[config.mk]
export PLATFORM = sky130hd
export DESIGN_NAME = alu_wb_buffer
export DESIGN_NICKNAME = d
export VERILOG_FILES = /design/src/rtl/alu_wb_buffer.sv
export SDC_FILE = /design/constraint.sdc
export NUM_CORES = 1
export LEC_CHECK = 0
export CORE_MARGIN = 4
export CORE_UTILIZATION = 35
export DETAILED_ROUTE_END_ITERATION = 8
export PLACE_DENSITY_LB_ADDON = 0.08
export SYNTH_ARGS = -nofsm -noshare
export SYNTH_HDL_FRONTEND = slang
export SYNTH_SLANG_ARGS = --single-unit
[constraint.sdc]
create_clock -name clk -period 1.8 [get_ports clk]
set_clock_uncertainty 0.1 [all_clocks]
set_input_delay 0.36 -clock clk [delete_from_list [all_inputs] [get_ports clk]]
set_output_delay 0.36 -clock clk [all_outputs]
set_load 0.005 [all_outputs]
[src/rtl/alu_wb_buffer.sv]
// Write-back buffer between the ALU result mux and the register file.
// Holds up to two results in FIFO order and keeps the Z/N/P status flags.
module alu_wb_buffer #(
    parameter int N  = 8,
    parameter int RA = 3
) (
    input  logic          clk,
    input  logic          rst_n,
    input  logic          in_valid,
    output logic          in_ready,
    input  logic [N-1:0]  in_data,
    input  logic [RA-1:0] in_rd,
    input  logic          in_upd_flags,
    output logic          rf_we,
    output logic [RA-1:0] rf_waddr,
    output logic [N-1:0]  rf_wdata,
    input  logic          rf_stall,
    output logic          flag_z,
    output logic          flag_n,
    output logic          flag_p,
    output logic [1:0]    count
);

    logic [N-1:0]  data_q [2];
    logic [RA-1:0] rd_q   [2];
    logic [1:0]    upd_q;
    logic          wr_ptr;
    logic          rd_ptr;
    logic          accept;
    logic          retire;

    function automatic logic zero_of(input logic [N-1:0] d);
        return ~|d;
    endfunction

    function automatic logic parity_even_of(input logic [N-1:0] d);
        return ~^d;
    endfunction

    // in_ready looks only at registered occupancy, so a retire at count=2
    // frees the slot for the following cycle rather than this one.
    assign in_ready = (count != 2'd2);
    assign rf_we    = (count != 2'd0);
    assign rf_waddr = rd_q[rd_ptr];
    assign rf_wdata = data_q[rd_ptr];
    assign accept   = in_valid && in_ready;
    assign retire   = rf_we && !rf_stall;

    always_ff @(posedge clk or negedge rst_n) begin
        if (!rst_n) begin
            for (int i = 0; i < 2; i++) begin
                data_q[i] <= '0;
                rd_q[i]   <= '0;
            end
            upd_q  <= '0;
            wr_ptr <= 1'b0;
            rd_ptr <= 1'b0;
            count  <= 2'd0;
            flag_z <= 1'b1;
            flag_n <= 1'b0;
            flag_p <= 1'b1;
        end else begin
            if (accept) begin
                data_q[wr_ptr] <= in_data;
                rd_q[wr_ptr]   <= in_rd;
                upd_q[wr_ptr]  <= in_upd_flags;
                wr_ptr         <= ~wr_ptr;
            end
            if (retire) begin
                rd_ptr <= ~rd_ptr;
                if (upd_q[rd_ptr]) begin
                    flag_z <= zero_of(data_q[rd_ptr]);
                    flag_n <= data_q[rd_ptr][N-1];
                    flag_p <= parity_even_of(data_q[rd_ptr]);
                end
            end
            case ({accept, retire})
                2'b10:   count <= count + 2'd1;
                2'b01:   count <= count - 2'd1;
                default: count <= count;
            endcase
        end
    end

endmodule

==> run metrics, run 1 <==
count of non-filler cells in the finished layout 221; fin nets 191; Max-Cap Viols 0; IO Pins 34; highest metal used met4; critical path arrival 2.04 ns; metal1 wirelength 1420 um; average footprint of a synthesized cell 14.7 um2; most frequent cells in the layout dfrtp_1 (26), mux2_4 (23), clkdlybuf4s50_1 (18); Overall Power 5.31 mW; insertion delay to the later sink of the worst-skew pair 0.28 ns; post-DR vias/cell 4.68; RSZ-0062 raised after global routing yes; largest net degree at the start of global routing 32; Storage cell area 782 um2; number of port buffers 33; RePlAce Congestion 0.761; FMAX 517 MHz; Worst Path Required 1.91 ns; kind of critical path reg -> reg; Cells after Synth 106; unique cell type count in the Yosys netlist 23; antenna viol nets, final 0; FF-to-FF Start rd_ptr; fin util 58.1%; power density cells 2200 mW/mm2; Via Count 1,035; chip width 74.7 um; Initial Utilization 37.6%; CTS sink cnt 31; DR iter-0 viols 47; most common cell after layout, fill and taps aside dfrtp_1; dpl ws -0.0889 ns; worst r2r path cells 8; die area 0.00558 mm2; Critical Path Most Common Cell buf_6; worst reg2reg setup slack -0.13 ns; Num CTS Buffers 5; sequential-to-total area share from yosys stat 50.0%; drt pass-1 iters 4; WL met3 172 um; Yosys reg bits 31; Hold Fails Final Rpt 0; CP Max Fanout 5; overall routing resource usage 13.2%; routed len/inst 14.9 um; clk buf depth 2; Slew @ Worst Pin 0.399 ns; share of cells above drive strength 1 57.3%; Syn Nets 127; final setup fails 7; CTS root buf clkbuf_8; worst hold path class in -> async; reg2reg end flag_p; vias in the first global route 1,081; first-pass GRT wire length 5310 um; Core ar. 0.00414 mm2; antenna cell count 0; cell count after placement 195; met2 routed WL 1630 um; Routed WL 3300 um; failing checks setup timing; Fillers 347; status complete, but fails checks; yosys warns 0; TNS Setup -0.447 ns; Setup crit end kind flop; area of the multi-input gates 827 um2; Die H 74.7 um; Congestion Overflow GR 0; CP max stage delay 0.45 ns; Relative slew margins 73.4%; CP Buf/Inv Count 3; fin crit period 1.93 ns; worst vdd ir 0.000924 V; leakage 1.14 nW; # DRC 0; final worst-path setup slack -0.134 ns; Final Max Tran Viols 0; clk slew on worst S/H paths 0.07 ns; critical path startpoint category flop; Rows 23; TritonCTS clock tree built; initial antenna violation count 0; CP max-delay cell dfrtp_2; cell family with the largest share of critical-path delay flip-flops; Final Cycle Share 107%; CP cell instances buf_6 -> buf_6 -> mux2i_2 -> buf_4 -> ha_4 -> xnor2_2 -> xnor2_1 -> mux2_4; Syn-to-layout area delta 54.6%; htree depth 2; synthesized cell area 0.00156 mm2; Final HPWL DP 2250 um
synthesized netlist by cell type:
cell type | instances | area, um2
dfrtp_1 | 29 | 726
mux2_4 | 20 | 300
mux2_2 | 10 | 113
inv_1 | 9 | 33.8
mux2i_1 | 8 | 80.1
xnor2_1 | 7 | 61.3
ha_1 | 5 | 62.6
dfstp_2 | 2 | 52.6
nor2_1 | 2 | 7.51
and3b_4 | 1 | 12.5
buf_12 | 1 | 20.0
buf_2 | 1 | 5.00
buf_6 | 1 | 11.3
clkbuf_1 | 1 | 3.75
nand2_1 | 1 | 3.75
nand2b_4 | 1 | 13.8
nand3_2 | 1 | 10.0
nand4_1 | 1 | 6.26
o21ai_0 | 1 | 5.00
o21bai_1 | 1 | 7.51
o31ai_1 | 1 | 7.51
or2_2 | 1 | 6.26
xor2_1 | 1 | 8.76
final cells by class:
class | instances | area share [%]
Clock buffer | 8 | 4.16
Inverter | 9 | 1.40
Multi-Input combinational cell | 62 | 34.3
Sequential cell | 31 | 32.5
Tap cell | 50 | 2.60
Timing Repair Buffer | 61 | 25.0
cells by family (layout without fill, tap and decap cells):
kind of cell	after synthesis	count (layout)	synth area share, %
buf+inv	13	78	4.74
xor+xnor	8	8	4.50
mux	38	38	31.6
fa+ha+maj	5	5	4.02
compound gates	3	3	1.29
flops	31	31	50.0
simple gates	8	8	3.86
registers in the layout (all words and copies together) (netlist names):
register	count
upd_q	2
data_q	16
flag_p	1
count	2
flag_z	1
wr_ptr	1
rd_q	6
rd_ptr	1
flag_n	1
worst register-to-register path: stages, from the launching register on:
cell	delay (ns)
dfrtp_2	0.45
buf_6	0.16
buf_6	0.12
mux2i_2	0.18
buf_4	0.15
ha_4	0.20
xnor2_2	0.13
xnor2_1	0.12
mux2_4	0.26
metal layers:
metal / track usage, % / vias up
met3: 4.01 / 8
li1: - / 491
met2: 20.9 / 24
met4: 6.52 / 0
met5: 0 / -
met1: 16.5 / 512
timing repair:
item | 4_1_cts | 5_1_grt
hold buffers | 0 | 0
resized for setup | 71 | 12
endpoints found under the setup margin | 15 | 15
setup buffers | 15 | 3
pin swaps | 2 | 1
how the worst max path moves through the flow:
stage	slack, ns	cells after the start	to	startpoint
6_report	-0.13	8	flag_p	rd_ptr
5_1_grt	-0.20	8	flag_p	rd_ptr
4_1_cts	-0.11	8	flag_p	rd_ptr
3_5_place_dp	-0.09	6	flag_p	rd_ptr
3_3_place_gp	-0.03	6	flag_p	rd_ptr
2_1_floorplan	0.02	7	flag_p	rd_ptr
where the power goes:
part / switching (mW) / internal (mW) / leakage (nW) / total [mW]
Clock: 0.249 / 0.348 / 0.0515 / 0.598
Sequential: 0.286 / 1.08 / 0.359 / 1.36
Combinational: 1.13 / 2.22 / 0.733 / 3.35
Total: 1.66 / 3.65 / 1.14 / 5.31
per-stage QoR:
stage,hold slack [ns],area [um2]
after detailed placement,0.392,2040
after CTS,0.374,2350
after global placement,0.387,2040
after floorplan,-0.0356,1570
final,0.360,2410
after global routing,0.406,2410
(Power assumes the default switching activity.)
==> inputs of run 2 (changes only) <==
--- a/config.mk
+++ b/config.mk
@@ -5,6 +5,7 @@
 export SDC_FILE = /design/constraint.sdc
 export NUM_CORES = 1
 export LEC_CHECK = 0
+export CORE_ASPECT_RATIO = 0.9
 export CORE_MARGIN = 4
 export CORE_UTILIZATION = 35
 export DETAILED_ROUTE_END_ITERATION = 8
==> run 2 against run 1 <==
Compared with the run above: the flow still finishes with violations (setup timing); final area down 2.1%; sequential share of layout area up 0.69 points; core utilization down 1.8 points; setup slack better by 0.011 ns; critical path depth unchanged; worst hold slack better by 0.020 ns; count of clock-buffer cells in the layout unchanged; largest power group unchanged.
==> run metrics, run 2 (same netlist as run 1, synthesis figures left out) <==
overall routing resource usage 13.5% (+0.25 points); top flop regs data_q: 16 flops, rd_q: 6 flops; Die H 71.3 um (-4.6%); Largest register FFs 16 (unchanged); IO Pins 34 (unchanged); worst vdd ir 0.00102 V (+10%); dpl ws -0.0669 ns (+0.0221 ns); Overall Power 5.07 mW (-4.5%); htree depth 2 (unchanged); Final Cycle Share 107% (-0.63 points); first-pass GRT wire length 5750 um (+8.4%); Num CTS Buffers 5 (unchanged); CP cell instances buf_6 -> buf_6 -> mux2_4 -> inv_4 -> ha_4 -> xnor2_2 -> xnor2_1 -> mux2_4; CTS sink cnt 31 (unchanged); post-DR vias/cell 4.35 (-7.2%); status complete, but fails checks; Routed WL 3340 um (+1.3%); antenna viol nets, final 0 (unchanged); clk buf depth 2 (unchanged); largest net degree at the start of global routing 32 (unchanged); routed len/inst 14.7 um (-1.4%); clk slew on worst S/H paths 0.07 ns (about the same); Top reg by flops data_q; antenna cell count 0 (unchanged); RSZ-0062 raised after global routing yes; drt pass-1 iters 2 (-2); leakage 1.10 nW (-3.9%); DR iter-0 viols 10 (-79%); Final HPWL DP 2160 um (-4.1%); worst hold path class in -> async; Max-Cap Viols 0 (unchanged); RePlAce Congestion 0.682 (-10%); cts-stage hold buffer count 0 (unchanged); CTS root buf clkbuf_8; Congestion Overflow GR 0 (unchanged); Setup crit end kind flop; hold slack 0.380 ns (+0.0201 ns); CP max stage delay 0.44 ns (about the same); CP Max Fanout 3 (-2); Initial Utilization 37.2% (-0.36 points); fin nets 187 (-2.1%); TritonCTS clock tree built; most frequent cells in the layout dfrtp_1 (26), mux2_4 (22), clkdlybuf4s50_1 (18); kind of critical path reg -> reg; failing checks setup timing; share of cells above drive strength 1 55.1% (-2.2 points); Rows 22 (-4.3%); Relative slew margins 73.7% (+0.30 points); TNS Setup -0.239 ns (+0.207 ns); final setup fails 7 (unchanged); initial antenna violation count 0 (unchanged); critical path arrival 2.03 ns (about the same); Via Count 987 (-4.6%); Syn-to-layout area delta 51.4%; Hold Fails Final Rpt 0 (unchanged); most common cell after layout, fill and taps aside dfrtp_1; Worst Path Required 1.91 ns (about the same); Core ar. 0.00418 mm2 (+0.97%); fin crit period 1.92 ns (-0.0114 ns); critical path startpoint category flop; Slew @ Worst Pin 0.394 ns (-0.00456 ns); CP max-delay cell dfrtp_2; insertion delay to the later sink of the worst-skew pair 0.28 ns (about the same); post-route cell area 0.00236 mm2 (-2.1%); number of port buffers 33 (unchanged); power density cells 2150 mW/mm2 (-2.5%); Area after DPL 0.00204 mm2 (+0.25%); Final Max Tran Viols 0 (unchanged); FMAX 520 MHz (+0.59%); die area 0.00558 mm2 (about the same); final worst-path setup slack -0.123 ns (+0.0114 ns); # DRC 0 (unchanged); vias in the first global route 1,198 (+11%); chip width 78.3 um (+4.8%)
run 2: where the power goes:
part | leakage, nW | switching (mW) | total [mW] | internal (mW)
registers | 0.359 | 0.296 | 1.37 | 1.08
clock network | 0.0515 | 0.252 | 0.601 | 0.349
logic | 0.688 | 1.07 | 3.09 | 2.03
run 2: metrics by stage:
step,utilization (%),std cells
2_1_floorplan,-,106
3_3_place_gp,48.8,204
3_5_place_dp,48.8,204
4_1_cts,55.9,226
5_1_grt,56.4,227
6_report,56.4,227
run 2: critical path, delay by kind of cell, from the launching register on:
kind	cells	cell delay, ns
XOR/XNOR	2	0.25
adder cells (fa/ha/maj)	1	0.19
buffers and inverters	3	0.29
flip-flops	1	0.44
multiplexers	2	0.57
run 2: cell type report:
class	count	area [um2]
Timing Repair Buffer	57	549
Multi-Input combinational cell	62	816
Sequential cell	31	782
Clock buffer	8	100
Inverter	9	36.3
Tap cell	60	75.1
Fill cell	370	1830
run 2: worst paths after layout:
kind	cells past startpoint	endpoint	start	slack (ns)
worst min register to register	2	flag_z	flag_z	0.40
min in group clk	2	flag_z	flag_z	0.40
worst max register to register	8	flag_p	rd_ptr	-0.12
worst min-delay path	2	rd_q[2]	rst_n	0.38
worst max-delay path	8	flag_p	rd_ptr	-0.12
max in group asynchronous	2	flag_z	rst_n	0.90
run 2: what timing repair did:
action                     4_1_cts  5_1_grt
resized for setup               68       10
setup endpoints to repair       14       14
setup buffers                   14        1
pin swaps                        3        3
run 2: per-layer routing:
layer	part of all wire (%)	global-route usage, %	vias up
li1	-	-	479
met5	0	0	-
met2	51	22.9	19
met4	0.69	4.66	0
met1	45	16.3	485
met3	4.2	4.15	4
==> inputs of run 3 (changes only) <==
--- a/config.mk
+++ b/config.mk
@@ -5,6 +5,7 @@
 export SDC_FILE = /design/constraint.sdc
 export NUM_CORES = 1
 export LEC_CHECK = 0
+export ABC_CLOCK_PERIOD_IN_PS = 1800
 export CORE_ASPECT_RATIO = 0.9
 export CORE_MARGIN = 4
 export CORE_UTILIZATION = 35
==> results of run 3 <==
Final layout, timing and power as in run 2 (identical DEF).
